[config.mk]
export PLATFORM = sky130hd
export DESIGN_NAME = mem_port_arbiter_flat
export DESIGN_NICKNAME = d
export VERILOG_FILES = /design/src/rtl/mem_port_arbiter_if.sv /design/src/rtl/mem_port_arbiter.sv /design/src/flat_wrapper.sv
export SDC_FILE = /design/constraint.sdc
export NUM_CORES = 1
export LEC_CHECK = 0
export CAP_MARGIN = 40
export CORE_AREA = 2 2 537 539
export DETAILED_ROUTE_END_ITERATION = 7
export DIE_AREA = 0 0 539 541
export DONT_BUFFER_PORTS = 1
export SLEW_MARGIN = 25
export SYNTH_ARGS = -nofsm -noshare
export SYNTH_HDL_FRONTEND = slang
export SYNTH_SLANG_ARGS = --single-unit
[constraint.sdc]
create_clock -name clk -period 8.4 [get_ports clk]
set_input_delay 0.84 -clock clk [delete_from_list [all_inputs] [get_ports clk]]
set_output_delay 0.84 -clock clk [all_outputs]
set_load 0.01 [all_outputs]
[src/rtl/mem_port_arbiter_if.sv]
// Handshake bundle between the split I/D line ports,
// the arbiter and the single physical memory port.
interface mem_port_arbiter_if #(
  parameter int ADDR_W = 32,
  parameter int LINE_W = 256
);
  logic              inst_read;
  logic [ADDR_W-1:0] inst_addr;
  logic [LINE_W-1:0] inst_rdata;
  logic              inst_resp;
  logic              data_read;
  logic              data_write;
  logic [ADDR_W-1:0] data_addr;
  logic [LINE_W-1:0] data_wdata;
  logic [LINE_W-1:0] data_rdata;
  logic              data_resp;
  logic              pmem_read;
  logic              pmem_write;
  logic [ADDR_W-1:0] pmem_addr;
  logic [LINE_W-1:0] pmem_wdata;
  logic [LINE_W-1:0] pmem_rdata;
  logic              pmem_resp;

  modport slave (
    input  inst_read, inst_addr,
    input  data_read, data_write,
    input  data_addr, data_wdata,
    input  pmem_rdata, pmem_resp,
    output inst_rdata, inst_resp,
    output data_rdata, data_resp,
    output pmem_read, pmem_write,
    output pmem_addr, pmem_wdata
  );

  modport master (
    output inst_read, inst_addr,
    output data_read, data_write,
    output data_addr, data_wdata,
    output pmem_rdata, pmem_resp,
    input  inst_rdata, inst_resp,
    input  data_rdata, data_resp,
    input  pmem_read, pmem_write,
    input  pmem_addr, pmem_wdata
  );
endinterface

[src/rtl/mem_port_arbiter.sv]
// Two-to-one I/D line arbiter onto one memory port.
// ARB_ROUND_ROBIN_EN: round-robin tie-break (else D wins).
module mem_port_arbiter #(
  parameter int ADDR_W = 32,
  parameter int LINE_W = 256
) (
  input logic clk,
  input logic rst,
  mem_port_arbiter_if.slave bus
);

  typedef enum logic [1:0] {
    IDLE,
    SERVE_I,
    SERVE_D,
    DONE
  } state_t;

  state_t            state;
  state_t            state_nx;
  logic              wr_q;
  logic [ADDR_W-1:0] addr_q;
  logic [LINE_W-1:0] wdata_q;
  logic              i_req;
  logic              d_req;
  logic              pick_d;
  logic              grant;

  assign i_req = bus.inst_read;
  assign d_req = bus.data_read | bus.data_write;
  assign grant = (state == IDLE) && (i_req || d_req);

`ifdef ARB_ROUND_ROBIN_EN
  logic last_d;

  // I wins a tie only when D was granted last
  assign pick_d = d_req && (!i_req || !last_d);

  // remember which side took the most recent grant
  always_ff @(posedge clk or posedge rst) begin
    if (rst)        last_d <= 1'b0;
    else if (grant) last_d <= pick_d;
  end
`else
  // D belongs to the older instruction, so it wins ties
  assign pick_d = d_req;
`endif

  // state register
  always_ff @(posedge clk or posedge rst) begin
    if (rst) state <= IDLE;
    else     state <= state_nx;
  end

  // next-state: grant, wait for memory, one bubble
  always_comb begin
    state_nx = state;
    unique case (state)
      IDLE: begin
        if (grant)
          state_nx = pick_d ? SERVE_D : SERVE_I;
      end
      SERVE_I,
      SERVE_D: begin
        if (bus.pmem_resp) state_nx = DONE;
      end
      DONE:    state_nx = IDLE;
      default: state_nx = IDLE;
    endcase
  end

  // capture the winner's request on the grant edge
  always_ff @(posedge clk or posedge rst) begin
    if (rst) begin
      wr_q    <= 1'b0;
      addr_q  <= '0;
      wdata_q <= '0;
    end else if (grant) begin
      wr_q    <= pick_d & bus.data_write;
      addr_q  <= pick_d ? bus.data_addr : bus.inst_addr;
      wdata_q <= pick_d ? bus.data_wdata : '0;
    end
  end

  // strobes and responses follow state and registered op
  always_comb begin
    bus.pmem_read  = 1'b0;
    bus.pmem_write = 1'b0;
    bus.inst_resp  = 1'b0;
    bus.data_resp  = 1'b0;
    unique case (1'b1)
      (state == SERVE_I): begin
        bus.pmem_read = 1'b1;
        bus.inst_resp = bus.pmem_resp;
      end
      (state == SERVE_D): begin
        bus.pmem_read  = ~wr_q;
        bus.pmem_write = wr_q;
        bus.data_resp  = bus.pmem_resp;
      end
      default: ;
    endcase
  end

  assign bus.pmem_addr  = addr_q;
  assign bus.pmem_wdata = wdata_q;
  assign bus.inst_rdata = bus.pmem_rdata;
  assign bus.data_rdata = bus.pmem_rdata;

endmodule

[src/flat_wrapper.sv]
// flat-port wrapper written by rule: the top's interface ports become plain ports
module mem_port_arbiter_flat 
#(
  parameter int ADDR_W = 32,
  parameter int LINE_W = 256
)
  (clk, rst, bus_inst_read, bus_inst_addr, bus_data_read, bus_data_write, bus_data_addr, bus_data_wdata, bus_pmem_rdata, bus_pmem_resp, bus_inst_rdata, bus_inst_resp, bus_data_rdata, bus_data_resp, bus_pmem_read, bus_pmem_write, bus_pmem_addr, bus_pmem_wdata);
  mem_port_arbiter_if #(.ADDR_W(ADDR_W), .LINE_W(LINE_W)) bus_i ();
  input logic clk;
  input logic rst;
  input wire logic [$bits(bus_i.inst_read)-1:0] bus_inst_read;
  input wire logic [$bits(bus_i.inst_addr)-1:0] bus_inst_addr;
  input wire logic [$bits(bus_i.data_read)-1:0] bus_data_read;
  input wire logic [$bits(bus_i.data_write)-1:0] bus_data_write;
  input wire logic [$bits(bus_i.data_addr)-1:0] bus_data_addr;
  input wire logic [$bits(bus_i.data_wdata)-1:0] bus_data_wdata;
  input wire logic [$bits(bus_i.pmem_rdata)-1:0] bus_pmem_rdata;
  input wire logic [$bits(bus_i.pmem_resp)-1:0] bus_pmem_resp;
  output wire logic [$bits(bus_i.inst_rdata)-1:0] bus_inst_rdata;
  output wire logic [$bits(bus_i.inst_resp)-1:0] bus_inst_resp;
  output wire logic [$bits(bus_i.data_rdata)-1:0] bus_data_rdata;
  output wire logic [$bits(bus_i.data_resp)-1:0] bus_data_resp;
  output wire logic [$bits(bus_i.pmem_read)-1:0] bus_pmem_read;
  output wire logic [$bits(bus_i.pmem_write)-1:0] bus_pmem_write;
  output wire logic [$bits(bus_i.pmem_addr)-1:0] bus_pmem_addr;
  output wire logic [$bits(bus_i.pmem_wdata)-1:0] bus_pmem_wdata;
  assign bus_i.inst_read = bus_inst_read;
  assign bus_i.inst_addr = bus_inst_addr;
  assign bus_i.data_read = bus_data_read;
  assign bus_i.data_write = bus_data_write;
  assign bus_i.data_addr = bus_data_addr;
  assign bus_i.data_wdata = bus_data_wdata;
  assign bus_i.pmem_rdata = bus_pmem_rdata;
  assign bus_i.pmem_resp = bus_pmem_resp;
  assign bus_inst_rdata = bus_i.inst_rdata;
  assign bus_inst_resp = bus_i.inst_resp;
  assign bus_data_rdata = bus_i.data_rdata;
  assign bus_data_resp = bus_i.data_resp;
  assign bus_pmem_read = bus_i.pmem_read;
  assign bus_pmem_write = bus_i.pmem_write;
  assign bus_pmem_addr = bus_i.pmem_addr;
  assign bus_pmem_wdata = bus_i.pmem_wdata;
  mem_port_arbiter #(.ADDR_W(ADDR_W), .LINE_W(LINE_W)) u_core (.clk(clk), .rst(rst), .bus(bus_i));
endmodule
==> results of run 1 <==
## critical path: cells and delay by family, from the launching register on
family | cells | cell delay (ps)
buffers and inverters | 4 | 1350
AND/OR/NAND/NOR | 1 | 470
flip-flops | 1 | 390
adder cells (fa/ha/maj) | 1 | 300
AO/OA/AOI/OAI | 1 | 240
## registers in the layout (all words and copies together) (netlist names)
name,cells
u_core.wr_q,1
u_core.bus.pmem_wdata,256
u_core.bus.pmem_addr,32
u_core.state,2
## stage by stage
stage	utilization, %	setup slack, ps	cells
2_1_floorplan	-	3700	1246
3_3_place_gp	5.31	4710	4458
3_5_place_dp	5.34	4940	4461
4_1_cts	5.91	5200	4550
5_1_grt	5.93	5280	4552
6_report	5.93	5460	4561
## power by group
part	internal, W	switching [W]	leakage [nW]
Sequential	0.00201	0.00216	3.66
Combinational	0.000673	0.000768	1.39
Clock	0.00127	0.000938	0.783
## how the worst max path moves through the flow
stage | to | cells after the start
after CTS | u_core.bus.pmem_wdata[183] | 6
after global placement | u_core.bus.pmem_wdata[183] | 6
after global routing | u_core.bus.pmem_wdata[164] | 7
after detailed placement | u_core.bus.pmem_wdata[183] | 6
final | u_core.bus.pmem_wdata[183] | 7
after floorplan | u_core.bus.pmem_addr[0] | 1
## routing by layer
layer  global-route usage [%]  vias up
met3                     14.6      641
met2                     16.6     1441
met4                     4.42       20
met5                     1.32        -
met1                     9.37     3992
li1                         -     2845
## area by class of cell
type	count	area [um2]	area share (%)
timing repair buffer	15	258	1.52
sequential	291	7280	42.9
clock buffer	67	1330	7.83
multi-input combinational	371	3040	17.9
antenna	10	25.0	0.147
inverter	5	22.5	0.133
clock inverter	21	304	1.79
tap	3781	4730	27.8
## synthesized netlist by cell type (2+ instances only)
library cell / instances / area share, %
buf_2: 31 / 1.1
clkbuf_8: 6 / 0.56
ha_1: 4 / 0.34
and2_1: 3 / 0.13
mux2i_1: 34 / 2.3
buf_6: 26 / 2.0
a22o_2: 9 / 0.61
inv_1: 5 / 0.13
clkbuf_1: 4 / 0.10
nor2b_1: 2 / 0.085
nand2_1: 32 / 0.82
a22o_1: 248 / 15
dfrtp_1: 291 / 49
o21ai_0: 32 / 1.1
buf_4: 512 / 26
## kinds of logic after synthesis
family / Yosys count
simple gates: 39
compound gates: 293
flops: 291
buf+inv: 584
mux: 35
fa+ha+maj: 4
==> results by group, run 1 <==
Finish
  – Post-route design area: approximately 0.017 mm2
  – Layout area overhead: 15.5%
  – Fill cell count: around 33000
  – Most frequent cells in the layout: dfrtp_1, a22o_1, clkbuf_16
  – Ratio of cells with drive above 1 in the final layout: between 10% and 20%
  – Final nets: approximately 1300
  – Commonest non-fill, non-tap cell in the layout: dfrtp_1

Clocking
  – Post-CTS Setup Inserts: 0
  – TritonCTS Buffers: between 40 and 50
  – CTS tree: built
  – Clock latency on the worst-skew pair: ~700 ps
  – Root buffer cell: clkbuf_16
  – H-tree Lvls: 2
  – Clk buf depth: 3
  – Hold_buf cts: 1
  – Worst-path clk slew: roughly 70 ps
  – Sink Count: slightly below 300
  – Quantity of gates resized following cts: 0

Synthesis
  – Compound-cell area share of the yosys netlist: between 10% and 20%
  – Synth Area in Simple Gates: under 10%
  – Syn_nets: between 1500 and 2000
  – Post-Synth Adder-Cell Area: 0.340%
  – Post-synthesis xor/xnor area fraction: 0%
  – Cell Area, Synth: 0.0147 mm2
  – Proportion of synthesized chip area in sequential cells: approximately half
  – Synth Register Bits: ~290
  – Multiplexer share of the synthesized area: 2.39%
  – Largest family of logic cells by synthesized area: buffers and inverters
  – Asr flop ratio synth: 100%
  – Number of synthesized flops with an enable pin: 0
  – Post-synthesis cell count: between 1000 and 1500
  – YS warnings: 0
  – Avg Cell Area, Syn: about 12 um2
  – Main synth FF type: dfrtp_1
  – Yosys cell types: 22

Placement
  – Port bufs: 0
  – Detailed Place HPWL: about 160000 um
  – Post-DP Area: around 0.015 mm2
  – Routability cong.: 0.860

STA
  – Period utilisation layout: a little over a third
  – RSZ-0062 raised after global routing: false
  – Clk_skew: around 38 ps
  – Final hold viol count: 0
  – Final setup vio count: 0
  – Hold_ws: ~260 ps
  – Highest Clock Rate: ~340 MHz
  – Post-route minimum period: 2940 ps
  – Measured slew at the worst slew-check pin: between 1000 and 1500 ps
  – Slew HR: about a quarter
  – Setup TNS: 0 ps
  – Final Max Tran Viols: 0

Routing
  – Vias post-DR: around 9000
  – 1st-pass router iterations: 8
  – DR top layer: met5
  – Via density: 1.96
  – Final wirelength: roughly 180000 um
  – Met2 WL: between 70000 and 80000 um
  – Met1 wire length: ~48000 um
  – Residual DRC count: 0
  – DRT iter0 DRCs: between 1000 and 1500
  – Routed WL per cell: 38.6 um
  – Post-DRT Antenna Nets: 0
  – Routed wire length on met3: around 48000 um

Critical path
  – CP Launch Type: register
  – Worst EP required: ~9000 ps
  – FF-to-FF path depth: 7
  – Worst-path fanout max: between 50 and 60
  – R2r setup slk: 5460 ps
  – Worst Setup SP: u_core.state[0]
  – Worst-path cell chain: inv_1 -> ha_1 -> nor2b_4 -> buf_4 -> buf_16 -> buf_4 -> a22o_2
  – Worst flop-to-flop path startpoint: u_core.state[0]
  – Most frequent CP cell: buf_4
  – Slowest CP cell: buf_4
  – Crit path largest cell delay: around 600 ps
  – Worst EP arrival: approximately 3500 ps
  – Setup CP Type: register to register
  – R2r endpoint: u_core.bus.pmem_wdata[183]
  – Worst setup EP type: register

Hold path
  – Worst hold path depth: 1
  – Hold WC Path Type: input port to register
  – Hold path startpoint: bus_data_wdata[20]
  – Hold endpoint: u_core.bus.pmem_wdata[20]

Global route
  – Initial antenna violation count: around 150
  – First-pass GRT wire length: 200000 um
  – Gr ovfl total: 0
  – Vias in the first global route: 8538
  – Tot GR Track Use: 11.7%
  – Largest net degree at the start of global routing: 140

Power and ir drop
  – Pwr dens: between 400 and 500 mW/mm2
  – Leak pwr: 5.83 nW
  – Total power: around 0.0078 W
  – VDD IR max: approximately 0.00016 V

Die
  – I/O pin cnt: ~1400
  – Core Area: 0.286 mm2
  – Die Wd: approximately 540 um
  – Starting Density: under 10%
  – Die Area: just under 0.3 mm2
  – Rows: about 200
  – Die H: approximately 540 um

Job
  – Max-cap violations: 0

Run status
  – Status: complete, no violations
No activity file was read; power rests on OpenSTA's default activity.
==> run 2: changes to the inputs <==
Clock period 8.4 ns to 2.7 ns, I/O delays scaled along.
==> run 2 against run 1 <==
Utilization increased by 1.2 points. Critical endpoint is now bus_pmem_read. Via count increased by 14%. Design area increased by 20%. Power increased to 3.2 times the previous value. Critical path type is now register to primary output. Sequential share of layout area decreased by 7.1 points. Routed wire length increased by 0.71%.
==> results by group, run 2 (synthesized netlist as in run 1, its figures left out) <==
Critical path
  – FF-to-FF path depth: 5 (-2)
  – Worst setup EP type: primary output
  – Worst-path fanout max: 4 (-93%)
  – Worst EP required: 2430 ps (-6570 ps)
  – R2r setup slk: 610 ps (-4850 ps)
  – Worst EP arrival: 1860 ps (-1680 ps)
  – R2r endpoint: u_core.state[1]
  – Setup CP Type: register to primary output
  – Worst flop-to-flop path startpoint: u_core.state[0]
  – CP Launch Type: register

Global route
  – Tot GR Track Use: 11.7% (+0.090 points)
  – Gr ovfl total: 0 (unchanged)
  – Largest net degree at the start of global routing: 106 (-24%)
  – First-pass GRT wire length: 205000 um (+2.4%)
  – Vias in the first global route: 10300 (+20%)
  – Initial antenna violation count: 152 (+4.8%)

Power and ir drop
  – VDD IR max: 0.000495 V (+210%)
  – Total power: 0.0249 W (+220%)
  – Pwr dens: 1220 mW/mm2 (+170%)
  – Leak pwr: 7.25 nW (+24%)

Clocking
  – Clock latency on the worst-skew pair: 700 ps (about the same)
  – H-tree Lvls: 2 (unchanged)
  – Post-CTS Setup Inserts: 0 (unchanged)
  – Sink Count: 291 (unchanged)
  – Clk buf depth: 3 (unchanged)
  – Worst-path clk slew: 60 ps (about the same)
  – TritonCTS Buffers: 49 (+4.3%)
  – Root buffer cell: clkbuf_16
  – CTS tree: built

STA
  – Final setup vio count: 0 (unchanged)
  – Post-route setup slack: 574 ps (-4880 ps)
  – Clk_skew: 23.3 ps (-14.6 ps)
  – Period utilisation layout: between 70 and 80%
  – Final hold viol count: 0 (unchanged)
  – Final Max Tran Viols: 0 (unchanged)
  – Slew HR: 49.9% (+25 points)
  – RSZ-0062 raised after global routing: false
  – Measured slew at the worst slew-check pin: 752 ps (-382 ps)
  – Highest Clock Rate: about 470 MHz
  – Post-route minimum period: 2130 ps

Finish
  – Non-filler cells, final: 4897 (+7.4%)
  – Max FFs per register: 256 (unchanged)
  – Fill cell count: 33300 (-0.40%)
  – Most frequent cells in the layout: dlygate4sd3_1, dfrtp_1, a22o_1
  – Ratio of cells with drive above 1 in the final layout: 10.9% (-2.6 points)
  – Commonest non-fill, non-tap cell in the layout: dlygate4sd3_1
  – Reg area: 0.00728 mm2 (unchanged)
  – Final nets: 1649 (+25%)
  – Area of the multi-input gates: 0.00304 mm2 (unchanged)
  – Layout area overhead: 38.3%

Placement
  – Detailed Place HPWL: 157000 um (+0.66%)
  – Routability cong.: 0.861 (+0.10%)
  – Post-placement setup slack: 694 ps (-4240 ps)
  – Inst Count DP: 4468 (+0.16%)
  – Port bufs: 0 (unchanged)

Job
  – Max-cap violations: 0 (unchanged)

Routing
  – Routed WL per cell: 36.2 um (-6.2%)
  – Via density: 2.08 (+6.1%)
  – Final wirelength: 177000 um (+0.71%)
  – Vias post-DR: 10200 (+14%)
  – Residual DRC count: 0 (unchanged)
  – 1st-pass router iterations: 6 (-2)
  – Post-DRT Antenna Nets: 0 (unchanged)
  – DRT iter0 DRCs: 960 (-5.0%)

Hold path
  – Hold WC Path Type: input port to async pin

Die
  – Starting Density: 5.14% (unchanged)
  – Rows: 197 (unchanged)
  – Die H: 541 um (unchanged)
  – Core Area: 0.286 mm2 (unchanged)
  – Die Wd: 539 um (unchanged)
  – Die Area: 0.292 mm2 (unchanged)
  – I/O pin cnt: 1386 (unchanged)

Run status
  – Status: complete, no violations
-- run 2: changes by cell type in the layout (fill, tap and decap cells not counted), moves of 2 or more --
cell           change
buf_12             +8
buf_16             -4
buf_4              +2
bufinv_16          -2
clkbuf_1           -9
clkbuf_16          +2
clkinv_2           +7
clkinv_4           +2
diode_2            +5
dlygate4sd3_1    +324
-- run 2: worst max-delay path, cell delays in order (launching register included) --
cell	delay (ps)
dfrtp_1	390
inv_1	140
ha_1	210
nor2b_1	150
o21a_1	290
-- run 2: routing by layer --
layer | part of all wire (%) | vias to the layer above | track usage [%] | wire length (um)
met1 | 26 | 4539 | 9.14 | 46900
met5 | 0.50 | - | 2.15 | 889
met2 | 40 | 1420 | 16.7 | 70600
met3 | 28 | 684 | 15.0 | 49100
li1 | - | 3520 | - | -
met4 | 5.6 | 22 | 4.85 | 9930
-- run 2: area by class of cell --
class	count	share of cell area, %
Clock buffer	61	6.69
Timing Repair Buffer	345	17.5
Tap cell	3781	23.2
Multi-Input combinational cell	371	14.9
Sequential cell	291	35.8
Antenna cell	15	0.184
Inverter	5	0.111
Clock inverter	28	1.53
-- run 2: worst max path at each step --
stage,startpoint,to,slack [ps],depth (start not counted)
4_1_cts,u_core.state[0],bus_data_resp,390,3
6_report,u_core.state[0],bus_pmem_read,570,4
2_1_floorplan,rst,u_core.bus.pmem_addr[0],-1430,1
5_1_grt,u_core.state[0],bus_pmem_read,370,4
3_3_place_gp,u_core.state[0],u_core.bus.pmem_wdata[183],850,5
3_5_place_dp,u_core.state[0],u_core.bus.pmem_wdata[46],690,6
-- run 2: metrics by stage --
step                      util [%]  hold WS [ps]  instance area (um2)  TNS [ps]
after global routing          7.10          72.3                20300         0
after global placement        5.37           184                15400         0
final                         7.11          87.5                20400         0
after CTS                     7.09          14.8                20300         0
after floorplan                  -           403                14700   -416470
after detailed placement      5.37           185                15400         0
-- run 2: repair_timing --
action | 4_1_cts | 5_1_grt
hold buffers | 325 | 0
hold endpoints to repair | 467 | 0
resized for setup | 0 | 0
-- run 2: power by group --
part	internal (W)	leakage, nW	switching (W)
sequential	0.00627	3.66	0.00667
combinational	0.00249	2.77	0.00258
clock	0.00391	0.820	0.00301
==> run 3: changes to the inputs <==
Clock period 2.7 ns to 2 ns, I/O delays scaled along.
==> run 3 against run 2 <==
Sequential cell count is the same. Hold slack gained 24 ps. Non-clock buffer count grew 37. Power grew 39%. Die area is the same. Clock-buffer cell count grew 3. First-iteration DRC count grew 6.3%. Utilization grew 0.18 points. Register-to-register slack lost 530 ps. Worst setup slack lost 500 ps. Sequential share of layout area shrank 0.89 points. Design area grew 2.6%. Largest power group unchanged.
==> results by group, run 3 (synthesized netlist as in run 1, its figures left out) <==
Critical path
  – Worst-path fanout max: 36 (+32)
  – R2r setup slk: 80 ps (-530 ps)
  – Worst setup EP type: register
  – Worst EP required: 2560 ps (+130 ps)
  – Worst EP arrival: 2490 ps (+630 ps)
  – Crit path largest cell delay: 400 ps (about the same)
  – Worst-path cell chain: inv_2 -> buf_6 -> ha_4 -> o31ai_4 -> buf_12 -> buf_4 -> buf_12 -> a22o_2
  – Setup CP Type: register to register
  – Slowest CP cell: dfrtp_1
  – CP Launch Type: register
  – Most frequent CP cell: buf_12

STA
  – Period utilisation layout: a little over nine tenths
  – Slew HR: 56.5% (+6.7 points)
  – Post-route minimum period: a little under 2000 ps
  – Final setup vio count: 0 (unchanged)
  – Final Max Tran Viols: 0 (unchanged)
  – Clk_skew: 28.6 ps (+5.35 ps)
  – Setup TNS: 0 ps (unchanged)
  – Highest Clock Rate: between 500 and 600 MHz
  – RSZ-0062 raised after global routing: false
  – Measured slew at the worst slew-check pin: 652 ps (-100 ps)
  – Final hold viol count: 0 (unchanged)

Power and ir drop
  – Total power: 0.0347 W (+39%)
  – Leak pwr: 7.50 nW (+3.4%)
  – VDD IR max: 0.000653 V (+32%)
  – Pwr dens: 1660 mW/mm2 (+36%)

Clocking
  – Clock latency on the worst-skew pair: 690 ps (about the same)
  – Worst-path clk slew: 60 ps (about the same)
  – TritonCTS Buffers: 49 (unchanged)
  – Sink Count: 291 (unchanged)
  – CTS tree: built
  – H-tree Lvls: 2 (unchanged)
  – Clk buf depth: 3 (unchanged)
  – Root buffer cell: clkbuf_16

Finish
  – Final Core Density: 7.29% (+0.18 points)
  – Most frequent cells in the layout: dlygate4sd3_1, dfrtp_1, a22o_1
  – Fill cell count: 33300 (-0.12%)
  – Post-route design area: 0.0209 mm2 (+2.6%)
  – Max FFs per register: 256 (unchanged)
  – Commonest non-fill, non-tap cell in the layout: dlygate4sd3_1
  – Non-filler cells, final: 4935 (+0.78%)
  – Layout area overhead: 41.9%
  – Ratio of cells with drive above 1 in the final layout: 13.9% (+3.0 points)
  – Final nets: 1686 (+2.2%)

Global route
  – Vias in the first global route: 10400 (+1.2%)
  – Tot GR Track Use: 11.8% (+0.046 points)
  – Initial antenna violation count: 152 (unchanged)
  – Largest net degree at the start of global routing: 55 (-48%)
  – First-pass GRT wire length: 206000 um (+0.65%)
  – Gr ovfl total: 0 (unchanged)

Routing
  – DRT iter0 DRCs: 1020 (+6.3%)
  – Final wirelength: 178000 um (+0.30%)
  – Post-DRT Antenna Nets: 0 (unchanged)
  – 1st-pass router iterations: 7 (+1)
  – Via density: 2.12 (+1.9%)
  – Residual DRC count: 0 (unchanged)
  – Vias post-DR: 10500 (+2.7%)
  – Routed WL per cell: 36.1 um (-0.48%)

Die
  – I/O pin cnt: 1386 (unchanged)
  – Starting Density: 5.14% (unchanged)
  – Core Area: 0.286 mm2 (unchanged)
  – Die H: 541 um (unchanged)
  – Die Area: 0.292 mm2 (unchanged)
  – Rows: 197 (unchanged)
  – Die Wd: 539 um (unchanged)

Job
  – Max-cap violations: 0 (unchanged)

Placement
  – Detailed Place HPWL: 160000 um (+2.0%)
  – Port bufs: 0 (unchanged)
  – Inst Count DP: 4496 (+0.63%)
  – Routability cong.: 0.881 (+2.3%)
  – Post-DP Area: 0.0157 mm2 (+2.3%)

Run status
  – Status: complete, no violations

Hold path
  – Hold WC Path Type: input port to register
[run 3: changes by cell type in the layout (fill, tap and decap cells not counted), sizes merged]
cell / change
buf: +35
clkinv: -5
bufinv: +3
clkbuf: +3
diode: +2
dlygate4sd3: +2
clkinvlp: -1
inv: -1
[run 3: power breakdown]
part / total [W] / internal (W) / switching (W)
combinational: 0.00760 / 0.00391 / 0.00369
sequential: 0.0176 / 0.00847 / 0.00915
clock: 0.00953 / 0.00556 / 0.00397
total: 0.0347 / 0.0179 / 0.0168
[run 3: per-layer routing]
| layer | share of wire, % | wire [um] | global-route usage, % | vias up |
|---|---|---|---|---|
| li1 | - | - | - | 3601 |
| met5 | 0.31 | 554 | 1.25 | - |
| met1 | 28 | 49400 | 9.70 | 4719 |
| met4 | 5.2 | 9260 | 4.37 | 20 |
| met3 | 26 | 47000 | 14.2 | 692 |
| met2 | 40 | 71800 | 17.0 | 1427 |
[run 3: cell type report]
class	count	area (um2)	area share (%)
Antenna cell	17	42.5	0.204
Multi-Input combinational cell	371	3090	14.8
Inverter	5	22.5	0.108
Sequential cell	291	7280	34.9
Clock inverter	24	360	1.73
Timing Repair Buffer	382	4010	19.2
Clock buffer	64	1340	6.43
Tap cell	3781	4730	22.7
[run 3: repair_timing]
action | 4_1_cts | 5_1_grt
pin swaps | 3 | 1
endpoints found under the hold margin | 527 | 0
gates resized for setup | 13 | 3
gates cloned | 0 | 0
setup buffers | 4 | 3
hold buffers | 327 | 0
endpoints found under the setup margin | 4 | 3
[run 3: metrics by stage]
stage          worst slack [ps]  hold WS (ps)
3_5_place_dp                133           112
5_1_grt                    2.67          69.3
6_report                   76.6           112
4_1_cts                    6.43          10.3
2_1_floorplan             -2060           333
3_3_place_gp                276           114
[run 3: worst max-delay path, delay by kind of cell (launching register included)]
family	cells	cell delay (ps)
buffers and inverters	5	800
DFF	1	400
AOI/OAI and AO/OA	2	400
adders and majority gates	1	150
[run 3: final timing paths]
kind	from	endpoint	depth (start not counted)
max reg2reg	u_core.state[0]	u_core.bus.pmem_wdata[168]	8
max in group asynchronous	rst	u_core.bus.pmem_wdata[82]	3
min in group asynchronous	rst	u_core.state[1]	3
min reg2reg	u_core.bus.pmem_wdata[229]	u_core.bus.pmem_wdata[229]	1
max	u_core.state[0]	u_core.bus.pmem_wdata[168]	8
min	bus_data_read	u_core.state[0]	4
==> edit 1 (config.mk and constraints of run 2) <==
`LINE_W` is set to 256 in 3 places; all go to 248.
--- a/src/rtl/mem_port_arbiter_if.sv
+++ b/src/rtl/mem_port_arbiter_if.sv
@@ -2,7 +2,7 @@
 // the arbiter and the single physical memory port.
 interface mem_port_arbiter_if #(
   parameter int ADDR_W = 32,
-  parameter int LINE_W = 256
+  parameter int LINE_W = 248
 );
   logic              inst_read;
   logic [ADDR_W-1:0] inst_addr;
--- a/src/rtl/mem_port_arbiter.sv
+++ b/src/rtl/mem_port_arbiter.sv
@@ -2,7 +2,7 @@
 // ARB_ROUND_ROBIN_EN: round-robin tie-break (else D wins).
 module mem_port_arbiter #(
   parameter int ADDR_W = 32,
-  parameter int LINE_W = 256
+  parameter int LINE_W = 248
 ) (
   input logic clk,
   input logic rst,
--- a/src/flat_wrapper.sv
+++ b/src/flat_wrapper.sv
@@ -2,7 +2,7 @@
 module mem_port_arbiter_flat 
 #(
   parameter int ADDR_W = 32,
-  parameter int LINE_W = 256
+  parameter int LINE_W = 248
 )
   (clk, rst, bus_inst_read, bus_inst_addr, bus_data_read, bus_data_write, bus_data_addr, bus_data_wdata, bus_pmem_rdata, bus_pmem_resp, bus_inst_rdata, bus_inst_resp, bus_data_rdata, bus_data_resp, bus_pmem_read, bus_pmem_write, bus_pmem_addr, bus_pmem_wdata);
   mem_port_arbiter_if #(.ADDR_W(ADDR_W), .LINE_W(LINE_W)) bus_i ();
Ports: changed (5 resized); port bits go from 1386 to 1346. No check against the original RTL was run, so the function may have changed too.
==> edit 1 against run 2 <==
- routed wire length decreased by 13%
- area after synthesis decreased by 4.2%
- via count decreased by 4.8%
- critical path type unchanged
- fmax decreased by 3.8%
- design area decreased by 2.4%
- synthesized cell count decreased by 2.6%
- worst setup slack got worse by 0.084 ns
- power decreased by 5.6%
- largest cell class unchanged
- sequential cell count decreased by 8
- count of clock-buffer cells in the layout decreased by 12
==> edit 1: results (changes against run 2) <==
<table>
<tr><th>Metric</th><th>Value</th></tr>
<tr><th colspan="2">Worst setup path</th></tr>
<tr><td>Data arrival, critical path</td><td>1.94 ns (was 1.86 ns)</td></tr>
<tr><td>Cell with the largest stage delay on the worst path</td><td>sky130_fd_sc_hd__o21a_1 (was sky130_fd_sc_hd__dfrtp_1)</td></tr>
<tr><td>Crit path largest cell delay</td><td>0.42 ns (was 0.39 ns)</td></tr>
<tr><th colspan="2">Placed design</th></tr>
<tr><td>Worst setup timing slack at the placement stage</td><td>0.641 ns (was 0.694 ns)</td></tr>
<tr><td>Routability-driven placement congestion ratio</td><td>0.786 (was 0.861)</td></tr>
<tr><td>Total instance count after detailed placement</td><td>4,470 (was 4,468)</td></tr>
<tr><th colspan="2">Layout</th></tr>
<tr><td>Non-filler cells, final</td><td>4,876 (was 4,897)</td></tr>
<tr><td>Layout cell share with drive strength beyond 1</td><td>0.101 (was 0.109)</td></tr>
<tr><td>Nets</td><td>1,613 (was 1,649)</td></tr>
<tr><th colspan="2">Clock tree</th></tr>
<tr><td>Clock latency on the worst-skew pair</td><td>0.65 ns (was 0.70 ns)</td></tr>
<tr><th colspan="2">Synthesis</th></tr>
<tr><td>Multiplexer fraction of the synthesized cell area</td><td>0.0249 (was 0.0239)</td></tr>
<tr><td>Mean cell area of the mapped netlist</td><td>11.6 um^2 (was 11.8 um^2)</td></tr>
<tr><td>Adder-cell area share of the yosys netlist</td><td>0.00355 (was 0.00340)</td></tr>
<tr><td>Proportion of synthesized chip area in sequential cells</td><td>0.502 (was 0.495)</td></tr>
<tr><th colspan="2">Pwr</th></tr>
<tr><td>Peak supply drop</td><td>0.421 mV (was 0.495 mV)</td></tr>
<tr><th colspan="2">Global route</th></tr>
<tr><td>GR met2 Demand/Resource</td><td>0.146 (was 0.167)</td></tr>
<tr><td>Largest net degree at the start of global routing</td><td>85 (was 106)</td></tr>
<tr><td>Via count of the first global-routing pass</td><td>9,743 (was 10,300)</td></tr>
<tr><td>GRT met3 Usage</td><td>0.142 (was 0.150)</td></tr>
<tr><td>First-pass GRT wire length</td><td>177,000 um (was 205,000 um)</td></tr>
<tr><td>Initial antenna violation count</td><td>108 (was 152)</td></tr>
<tr><td>Global routing met1 resource utilization</td><td>0.0714 (was 0.0914)</td></tr>
<tr><th colspan="2">Routing</th></tr>
<tr><td>Detailed-route wire length per cell</td><td>31.5 um (was 36.2 um)</td></tr>
<tr><td>DRC violation total after the first TritonRoute iteration</td><td>878 (was 960)</td></tr>
<tr><td>Routed vias/inst</td><td>1.99 (was 2.08)</td></tr>
<tr><th colspan="2">Status</th></tr>
<tr><td>Outcome</td><td>complete, no violations (unchanged)</td></tr>
<tr><th colspan="2">Min path</th></tr>
<tr><td>Min-Delay Path Class</td><td>in -&gt; reg (was in -&gt; async)</td></tr>
</table>
[edit 1: power groups by stage]
stage               Combinational (mW)  Clock (mW)  Sequential (mW)
finish                            4.96        6.01             12.6
global route                      5.45        6.46             13.5
CTS                               5.08        6.34             12.9
detailed placement                4.49           0             12.9
global placement                  4.19           0             13.0
floorplan                         4.12           0             8.09
[edit 1: timing repair]
item | in CTS | in global routing
buffers inserted | 0 | 0
endpoints found under the hold margin | 564 | 0
hold buffers | 311 | 0
[edit 1: kinds of logic (layout without fill, tap and decap cells)]
kind of cell,Yosys count,after routing
fa+ha+maj,4,4
simple gates,42,42
mux,35,35
compound gates,284,284
other cells,0,21
flops,283,283
buf+inv,566,426
[edit 1: worst paths after layout]
check	slack, ns	startpoint	cells past startpoint	to
worst min-delay path	0.05	bus_data_addr[3]	2	u_core.bus.pmem_addr[3]$_DFFE_PP0P_
worst max register to register	0.59	u_core.state[0]$_DFFE_PP0P_	5	u_core.bus.pmem_wdata[179]$_DFFE_PP0P_
min in group asynchronous	0.10	rst	2	u_core.bus.pmem_wdata[6]$_DFFE_PP0P_
max in group asynchronous	1.75	rst	4	u_core.bus.pmem_addr[15]$_DFFE_PP0P_
worst min register to register	0.51	u_core.wr_q$_DFFE_PP0P_	2	u_core.wr_q$_DFFE_PP0P_
worst max-delay path	0.49	u_core.state[0]$_DFFE_PP0P_	4	bus_pmem_read
[edit 1: cell type report]
| cell class | count | area share |
|---|---|---|
| flip-flops and latches | 283 | 0.356 |
| well taps | 3781 | 0.238 |
| repair buffers | 347 | 0.179 |
| multi-input cells | 365 | 0.149 |
| clock buffers | 49 | 0.0552 |
| clock inverters | 25 | 0.0180 |
| diodes | 21 | 0.00265 |
| inverters | 5 | 0.00113 |
[edit 1: metrics by stage]
stage | util | power (mW) | instance area, um^2 | TNS [ns]
3_5_place_dp | 0.0532 | 17.4 | 15200 | 0
6_report | 0.0694 | 23.5 | 19900 | 0
5_1_grt | 0.0693 | 25.4 | 19800 | 0
3_3_place_gp | 0.0528 | 17.2 | 15100 | 0
4_1_cts | 0.0692 | 24.3 | 19800 | 0
2_1_floorplan | - | 12.2 | 14100 | -373.35
[edit 1: worst max-delay path: cells and delay by family (launching register included)]
| family | cells | cell delay [ns] |
|---|---|---|
| compound gates | 1 | 0.42 |
| flops | 1 | 0.38 |
| fa+ha+maj | 1 | 0.21 |
| simple gates | 1 | 0.15 |
| buf+inv | 1 | 0.13 |
[edit 1: per-layer routing]
metal	routed length (um)	vias to the layer above	part of all wire
li1	-	3426	-
met1	36500	4430	0.24
met2	61800	1264	0.40
met3	46900	575	0.31
met4	7790	6	0.051
met5	712	-	0.0046
==> edit 2 (flow settings as in run 2) <==
Without the edit above. Re-encode `state_t` (4 states) as one-hot, 4 bits wide.
--- a/src/rtl/mem_port_arbiter.sv
+++ b/src/rtl/mem_port_arbiter.sv
@@ -9,11 +9,11 @@
   mem_port_arbiter_if.slave bus
 );
 
-  typedef enum logic [1:0] {
-    IDLE,
-    SERVE_I,
-    SERVE_D,
-    DONE
+  typedef enum logic [3:0] {
+    IDLE    = 4'b0001,
+    SERVE_I = 4'b0010,
+    SERVE_D = 4'b0100,
+    DONE    = 4'b1000
   } state_t;
 
   state_t            state;
Behaviour: same outputs for any inputs over 4 cycles, from zero or initial values and one cycle with rst high; so few cycles prove little.
==> edit 2 against run 2 <==
- non-clock buffer count rose by 14
- sequential cell count increased by 2
- synthesized cell count decreased by 1.6%
- design area is 1.4% lower
- area after synthesis fell by 1.4%
- worst setup slack worse by 0.33 ns
- power decreased by 0.48%
- routed wire length decreased by 1.2%
- critical path type is now reg -> reg
- critical endpoint is now u_core.wr_q$_DFFE_PP0P_
- largest power group unchanged
- highest routed layer unchanged
==> edit 2: results (changes against run 2) <==
<table>
<tr><th>Metric</th><th>Value</th></tr>
<tr><th colspan="2">Status</th></tr>
<tr><td>Outcome</td><td>complete, no violations (unchanged)</td></tr>
<tr><th colspan="2">Synthesis</th></tr>
<tr><td>Post-Syn Nets</td><td>1,808 (was 1,832)</td></tr>
<tr><td>Synth unique cells</td><td>29 (was 22)</td></tr>
<tr><td>Leading cell types by count after synthesis</td><td>sky130_fd_sc_hd__buf_4 (539), sky130_fd_sc_hd__dfrtp_1 (292), sky130_fd_sc_hd__a22o_1 (257), sky130_fd_sc_hd__a2bb2oi_1 (32), sky130_fd_sc_hd__o22ai_1 (32) (was sky130_fd_sc_hd__buf_4 (512), sky130_fd_sc_hd__dfrtp_1 (291), sky130_fd_sc_hd__a22o_1 (248), sky130_fd_sc_hd__mux2i_1 (34))</td></tr>
<tr><td>Post-Synthesis Cells</td><td>1,226 (was 1,246)</td></tr>
<tr><th colspan="2">STA</th></tr>
<tr><td>Worst Hold Margin</td><td>0.0772 ns (was 0.0875 ns)</td></tr>
<tr><td>Max Clock Skew</td><td>0.0395 ns (was 0.0233 ns)</td></tr>
<tr><th colspan="2">Global route</th></tr>
<tr><td>GR met2 Demand/Resource</td><td>0.177 (was 0.167)</td></tr>
<tr><td>Global routing met1 resource utilization</td><td>0.0741 (was 0.0914)</td></tr>
<tr><th colspan="2">Routing</th></tr>
<tr><td>Routed vias/inst</td><td>2.04 (was 2.08)</td></tr>
<tr><td>Total iterations of the first detailed-routing run</td><td>5 (was 6)</td></tr>
<tr><td>Detailed-route wire length per cell</td><td>36.0 um (was 36.2 um)</td></tr>
<tr><td>Length of routed met3 wiring</td><td>54,500 um (was 49,100 um)</td></tr>
<tr><th colspan="2">Clock tree</th></tr>
<tr><td>Clock latency on the worst-skew pair</td><td>0.65 ns (was 0.70 ns)</td></tr>
<tr><th colspan="2">Layout</th></tr>
<tr><td>Non-filler cells, final</td><td>4,861 (was 4,897)</td></tr>
<tr><td>Layout cell share with drive strength beyond 1</td><td>0.103 (was 0.109)</td></tr>
<tr><th colspan="2">Placed design</th></tr>
<tr><td>Worst setup timing slack at the placement stage</td><td>0.433 ns (was 0.694 ns)</td></tr>
<tr><td>Placed Instance Area</td><td>15,500 um^2 (was 15,400 um^2)</td></tr>
<tr><td>Total instance count after detailed placement</td><td>4,459 (was 4,468)</td></tr>
<tr><th colspan="2">Worst setup path</th></tr>
<tr><td>Worst Path Max Fanout</td><td>34 (was 4)</td></tr>
<tr><td>Critical path class</td><td>reg -&gt; reg (was reg -&gt; out)</td></tr>
<tr><td>Data arrival, critical path</td><td>2.95 ns (was 1.86 ns)</td></tr>
<tr><td>Crit path largest cell delay</td><td>0.62 ns (was 0.39 ns)</td></tr>
<tr><td>Capture point of the critical path</td><td>u_core.wr_q$_DFFE_PP0P_ (was bus_pmem_read)</td></tr>
<tr><th colspan="2">Min path</th></tr>
<tr><td>Min-Delay Path Class</td><td>in -&gt; reg (was in -&gt; async)</td></tr>
<tr><th colspan="2">Pwr</th></tr>
<tr><td>Leakage component of the power</td><td>7.15 nW (was 7.25 nW)</td></tr>
</table>
==> edit 2: changes by cell type after synthesis, moves of 4 or more <==
cell / before / now
sky130_fd_sc_hd__mux2i_1: 34 / 0
sky130_fd_sc_hd__a22o_2: 9 / 0
sky130_fd_sc_hd__buf_6: 26 / 0
sky130_fd_sc_hd__ha_1: 4 / 0
sky130_fd_sc_hd__nand2_1: 32 / 1
sky130_fd_sc_hd__o22ai_1: 0 / 32
sky130_fd_sc_hd__a22o_1: 248 / 257
sky130_fd_sc_hd__o21ai_0: 32 / 3
sky130_fd_sc_hd__clkbuf_1: 4 / 18
sky130_fd_sc_hd__clkbuf_8: 6 / 0
sky130_fd_sc_hd__buf_4: 512 / 539
sky130_fd_sc_hd__a2bb2oi_1: 0 / 32
sky130_fd_sc_hd__buf_2: 31 / 24
==> edit 2: final cells by class <==
cell class                      instances  area (um^2)  share of cell area
Antenna cell                            6         15.0            0.000748
Clock buffer                           50         1080              0.0538
Clock inverter                         21          250              0.0125
Inverter                                2         11.3            0.000561
Multi-Input combinational cell        349         2960               0.148
Sequential cell                       293         7330               0.365
Tap cell                             3781         4730               0.236
Timing Repair Buffer                  359         3680               0.184
==> edit 2: worst reg2reg max path: cells and delay by family (launching register included) <==
family                 cells  cell delay (ns)
AOI/OAI and AO/OA          2             0.42
buffers and inverters      2             1.00
DFF                        1             0.62
and+or+nand+nor            1             0.31
==> edit 2: cells by family after synthesis <==
family	synth area share
compound gates	0.191
buf+inv	0.293
flops	0.506
simple gates	0.0104
==> edit 2: power by group <==
part | internal [mW] | switching, mW | total [mW]
clock network | 3.17 | 2.53 | 5.70
registers | 6.40 | 6.66 | 13.1
logic | 2.97 | 3.09 | 6.05
total | 12.5 | 12.3 | 24.8
